$ cat config.mk
export PLATFORM = sky130hd
export DESIGN_NAME = pipe_ctrl
export DESIGN_NICKNAME = d
export VERILOG_FILES = /design/src/rtl/pipe_ctrl.sv
export SDC_FILE = /design/constraint.sdc
export NUM_CORES = 1
export LEC_CHECK = 0
export CORE_AREA = 3 3 40 42
export CTS_BUF_LIST = sky130_fd_sc_hd__clkbuf_4 sky130_fd_sc_hd__clkbuf_8
export CTS_CLUSTER_SIZE = 10
export DETAILED_ROUTE_END_ITERATION = 8
export DIE_AREA = 0 0 43 45
export GPL_TIMING_DRIVEN = 0
export PLACE_DENSITY = 0.51
export SYNTH_ARGS = -nofsm -noshare
export SYNTH_HDL_FRONTEND = slang
export SYNTH_SLANG_ARGS = --single-unit
$ cat constraint.sdc
create_clock -name clk -period 1.9 [get_ports clk]
set_input_delay 0.285 -clock clk [delete_from_list [all_inputs] [get_ports clk]]
set_output_delay 0.285 -clock clk [all_outputs]
set_load 0.02 [all_outputs]
$ cat src/rtl/pipe_ctrl.sv
// Pipeline hazard/stall controller: freezes on memory wait, squashes on taken branch, bubbles on load-use.
// Optional statistics counters are enabled with `define PIPE_CTRL_STATS_EN.
//   state | meaning
//   RUN   | normal issue; honours mem_busy > branch_taken > stall_req
//   FLUSH | second squash cycle of a taken branch
//   WAIT  | pipeline frozen on multicycle memory; remembers branches in pend_br
module pipe_ctrl (
    input  logic        clk,
    input  logic        rst_n,
    input  logic        stall_req,
    input  logic        branch_taken,
    input  logic        mem_busy,
    output logic        pc_we,
    output logic        ifid_we,
    output logic        ifid_flush,
    output logic        idex_flush,
    output logic        exmem_we,
    output logic [1:0]  state
`ifdef PIPE_CTRL_STATS_EN
    ,
    output logic [15:0] stall_cnt,
    output logic [15:0] flush_cnt,
    output logic [15:0] wait_cnt
`endif
);

    typedef enum logic [1:0] {
        ST_RUN   = 2'b00,
        ST_FLUSH = 2'b01,
        ST_WAIT  = 2'b10
    } state_t;

    state_t state_q, state_d;
    logic   pend_br_q, pend_br_d;
    logic   run_like;

    always_ff @(posedge clk or negedge rst_n) begin
        if (!rst_n) begin
            state_q   <= ST_RUN;
            pend_br_q <= 1'b0;
        end else begin
            state_q   <= state_d;
            pend_br_q <= pend_br_d;
        end
    end

    always_comb begin
        state_d   = state_q;
        pend_br_d = pend_br_q;
        run_like  = 1'b0;
        case (state_q)
            ST_FLUSH: begin
                if (mem_busy) begin
                    state_d   = ST_WAIT;
                    pend_br_d = 1'b1;
                end else begin
                    state_d   = ST_RUN;
                end
            end
            ST_WAIT: begin
                if (mem_busy) begin
                    pend_br_d = pend_br_q | branch_taken;
                end else if (pend_br_q) begin
                    state_d   = ST_FLUSH;
                    pend_br_d = 1'b0;
                end else begin
                    run_like  = 1'b1;
                end
            end
            default: run_like = 1'b1;
        endcase
        // Unused encoding 11 and a clean WAIT exit both take the RUN decision.
        if (run_like) begin
            if (mem_busy) begin
                state_d   = ST_WAIT;
                pend_br_d = branch_taken;
            end else if (branch_taken) begin
                state_d   = ST_FLUSH;
            end else begin
                state_d   = ST_RUN;
            end
        end
    end

    always_comb begin
        pc_we      = 1'b1;
        ifid_we    = 1'b1;
        exmem_we   = 1'b1;
        ifid_flush = 1'b0;
        idex_flush = 1'b0;
        if (!rst_n) begin
            pc_we    = 1'b0;
            ifid_we  = 1'b0;
            exmem_we = 1'b0;
        end else if (mem_busy) begin
            pc_we    = 1'b0;
            ifid_we  = 1'b0;
            exmem_we = 1'b0;
        end else if (state_q == ST_FLUSH) begin
            ifid_flush = 1'b1;
        end else if ((state_q == ST_WAIT && pend_br_q) || branch_taken) begin
            ifid_flush = 1'b1;
            idex_flush = 1'b1;
        end else if (stall_req) begin
            pc_we      = 1'b0;
            ifid_we    = 1'b0;
            idex_flush = 1'b1;
        end
    end

    assign state = state_q;

`ifdef PIPE_CTRL_STATS_EN
    logic stall_hit;
    // pc_we low without a memory wait can only come from a load-use stall.
    assign stall_hit = stall_req && !mem_busy && !pc_we;

    always_ff @(posedge clk or negedge rst_n) begin
        if (!rst_n) begin
            stall_cnt <= 16'd0;
            flush_cnt <= 16'd0;
            wait_cnt  <= 16'd0;
        end else begin
            if (stall_hit && stall_cnt != 16'hFFFF)
                stall_cnt <= stall_cnt + 16'd1;
            if (state_d == ST_FLUSH && state_q != ST_FLUSH && flush_cnt != 16'hFFFF)
                flush_cnt <= flush_cnt + 16'd1;
            if (state_q == ST_WAIT && wait_cnt != 16'hFFFF)
                wait_cnt <= wait_cnt + 16'd1;
        end
    end
`endif

endmodule
==> results of run 1 <==
==> cell usage after synthesis <==
library cell  instances  share of area [%]
dfrtp_1               3                 28
ha_1                  3                 14
inv_1                 3                4.3
nand2b_1              3                7.1
nor2_1                3                4.3
mux2i_1               2                7.6
nand2_1               2                2.8
o21ai_0               2                3.8
a21o_2                1                3.3
a21oi_1               1                1.9
a22oi_1               1                2.8
buf_4                 1                2.8
nor3_1                1                1.9
nor3b_1               1                2.8
o21a_1                1                2.8
o22a_1                1                3.3
o22ai_1               1                2.4
o2bb2ai_1             1                3.3
==> power groups by stage <==
stage	sequential (mW)	clock (mW)	combinational, mW
finish	0.0870	0.124	0.152
detailed placement	0.0906	0	0.137
global placement	0.0904	0	0.138
global route	0.0912	0.135	0.169
CTS	0.0873	0.131	0.153
floorplan	0.0945	0	0.0813
==> cells by family after synthesis <==
family / Yosys count
AOI/OAI and AO/OA: 9
muxes: 2
DFF: 3
buffers and inverters: 4
adders and majority gates: 3
and+or+nand+nor: 10
==> state kept, by name (all words and copies together), names as in the netlist <==
name / count
state: 2
pend_br_q: 1
==> what timing repair did <==
item | in CTS | in global routing
buffers inserted | 3 | 0
endpoints found under the setup margin | 5 | 3
gates resized for setup | 12 | 6
==> how the worst max path moves through the flow <==
stage | end | slack (ns) | depth (start not counted)
4_1_cts | ifid_we | 0.01 | 6
6_report | pc_we | 0.08 | 6
2_1_floorplan | pc_we | 0.01 | 6
5_1_grt | pc_we | 0.005 | 7
3_5_place_dp | pc_we | -0.30 | 5
3_3_place_gp | pc_we | -0.31 | 5
==> layout make-up <==
cell class / instances / area (um^2) / area share [%]
Buffer: 1 / 7.51 / 1.69
Tap cell: 15 / 18.8 / 4.24
Timing Repair Buffer: 14 / 119 / 26.8
Multi-Input combinational cell: 24 / 181 / 41.0
Sequential cell: 3 / 75.1 / 16.9
Clock buffer: 4 / 30.0 / 6.78
Inverter: 3 / 11.3 / 2.54
==> metal layers <==
metal	GRT usage [%]	up-vias	wire (um)
li1	-	142	-
met5	0	-	0
met4	8.43	0	0
met1	9.47	120	287
met3	1.59	0	16
met2	10.5	3	329
==> metrics, run 1 <==
Area growth syn-to-layout=67.8%; RR Startpoint=state[1]$_DFFE_PN0P_; skew final=about 0.0032 ns; register bit total from synthesis=3; Cell variety after synth=18; sequential share of power=a little under a quarter; design area=443 um^2; number of global-route vias before repair=approximately 280; WP buf/inv=2; Post-Route WL=approximately 630 um; diode count=0; sequential fraction of the synthesis area=approximately 28%; CP max-delay cell=dfrtp_1; CTS tree=yes; DRC viols=0; Routed WL per cell=9.89 um; Most common cell on crit path=buf_4; Mean Syn Cell Area=8.52 um^2; share of cells above drive strength 1=about a third; slew of the pin with the lowest slew margin=about 0.22 ns; xor and xnor area share after synthesis=0%; flop2flop setup slack=~0.55 ns; PnR worst setup slack=around 0.083 ns; CP Capture Type=output port; Placed Cells incl. Taps=57; Gate power share=between 40% and 50%; YS warnings=0; Buffers on Ports=11; CTS Buf Count=3; Slowest Stage Delay on Critical Path=0.40 ns; max-slew violations=0; Max Freq=551 MHz; Placement Setup Slack=-0.304 ns; initial DRC count=0; CTS root buffer=clkbuf_4; Pwr Total=~360 uW; die area=1940 um^2; largest net degree at the start of global routing=8; final hold violation count=0; H-tree levels=1; switching share of total power=between 30% and 40%; Top delay family on crit path=flip-flops; minimum clock period=between 1.5 and 2 ns; reg2reg path depth=5; largest family of logic cells by synthesized area=compound AO/OA/AOI/OAI gates; most common cell after layout, fill and taps aside=clkdlybuf4s50_1; syn nets=39; Mapped Area=264 um^2; worst-skew pair later-pin latency=about 0.23 ns; most frequent cells in the layout=clkdlybuf4s50_1 (6), buf_4 (5), clkbuf_4 (4); GRT overflow=0; Die Ht=45 um; Slew HR=between 80% and 90%; final worst path period share=a little over nine tenths; worst hold margin=0.247 ns; # fillers=138; Critical Path RT=~1.6 ns; CTS Hold Bufs=0; CTS sink count=3; P per Cell Area=818 nW/um^2; cell-internal power=between 200 and 250 uW; 1st-pass router iterations=1; clock power share=about a third; adder and majority cell fraction of the synthesized area=between 10% and 20%; count of final setup violators=0; crit start category=flop; boundary pin count=12; Core ar.=around 1300 um^2; Hold Path Class=primary input to asynchronous set/reset pin; hpwl dp=approximately 460 um; row count=13; CP Cell Sequence=ha_2 -> a21o_2 -> nor2_2 -> a21oi_2 -> buf_4 -> buf_4; via/cell ratio=4.14; area post-placement=~400 um^2; Nets=slightly below 60; Reg clk slew, reported paths=around 0.040 ns; r2r endpoint=state[0]$_DFFE_PN0P_; P_sw=~120 uW; critical path type=flop to output port; max cap viols=0; Die X-Extent=43 um; Peak supply drop=0.000402 V; vias=265; Total GRT Usage=under 10%; Setup TNS=0 ns; CTS Buffer Depth=2; status=finished, final reports clean; Core Util, Final=34.5%; Final GP Congestion=approximately 0.7; Routed Antenna Nets=0; worst-path maximum fanout=4; Finished Layout Cells=64; Compound-Gate Fraction of Synth Area=a little under a quarter; initial antenna violation count=0; initial core utilization=20.5%; Arrival @ worst endpoint=approximately 1.5 ns; Pleak=approximately 0.21 nW; post-synthesis mux area share=around 7.6%; post-synthesis simple-gate area fraction=between 10% and 20%; first-pass GRT wire length=about 1100 um; Post-Synthesis Cells=31; critical path launch point=state[1]$_DFFE_PN0P_; RSZ-0062 raised after global routing=no
No activity file was read; power rests on OpenSTA's default activity.
==> run 2: changes to the inputs <==
- CTS_CLUSTER_SIZE: 10 -> not set
==> results of run 2 <==
The final DEF is identical to that of run 1; final timing and power are the same.
==> RTL edit: new RTL, settings of run 1 <==
The option `PIPE_CTRL_STATS_EN` is turned on by a define.
--- a/src/rtl/pipe_ctrl.sv
+++ b/src/rtl/pipe_ctrl.sv
@@ -4,6 +4,8 @@
 //   RUN   | normal issue; honours mem_busy > branch_taken > stall_req
 //   FLUSH | second squash cycle of a taken branch
 //   WAIT  | pipeline frozen on multicycle memory; remembers branches in pend_br
+`define PIPE_CTRL_STATS_EN
+
 module pipe_ctrl (
     input  logic        clk,
     input  logic        rst_n,
Formal check against the unedited RTL (old outputs only; new: flush_cnt, stall_cnt and wait_cnt): equivalent (Yosys induction, for registers that start in step).
==> RTL edit against run 1 <==
The flow now stops in global placement without I/O; area after synthesis increased to 10 times the old value.
==> RTL edit: results (changes against run 1) <==
Status: did not finish
Fail Step: global placement without I/O
Error msg: [ERROR GPL-0301] Utilization 229.302 % exceeds 100%.
Synthesized Nets: 269 (+590%)
Die width: 43 um (unchanged)
Unique masters post-synth: 45 (+27)
Synth top area cells: dfrtp_1 (48%), xor2_1 (8.3%), xnor2_1 (5.0%)
Post-synthesis cell count: 258 (+730%)
Synth cell count leaders: dfrtp_1 (51), nand2_1 (26), xor2_1 (25)
Seq cells post-synth: 51 (+48)
Asr flop ratio synth: 1.000 (unchanged)
Synthesis Warnings: 0 (unchanged)
Seq/Total Area, Yosys: 0.4830 (+0.1986)
## RTL edit: cells by family after synthesis
| logic type | after synthesis | share of synthesized area |
|---|---|---|
| compound gates | 27 | 0.06913 |
| simple gates | 119 | 0.2514 |
| xor+xnor | 40 | 0.1326 |
| mux | 3 | 0.01278 |
| flops | 51 | 0.4830 |
| buf+inv | 12 | 0.02272 |
| fa+ha+maj | 6 | 0.02841 |
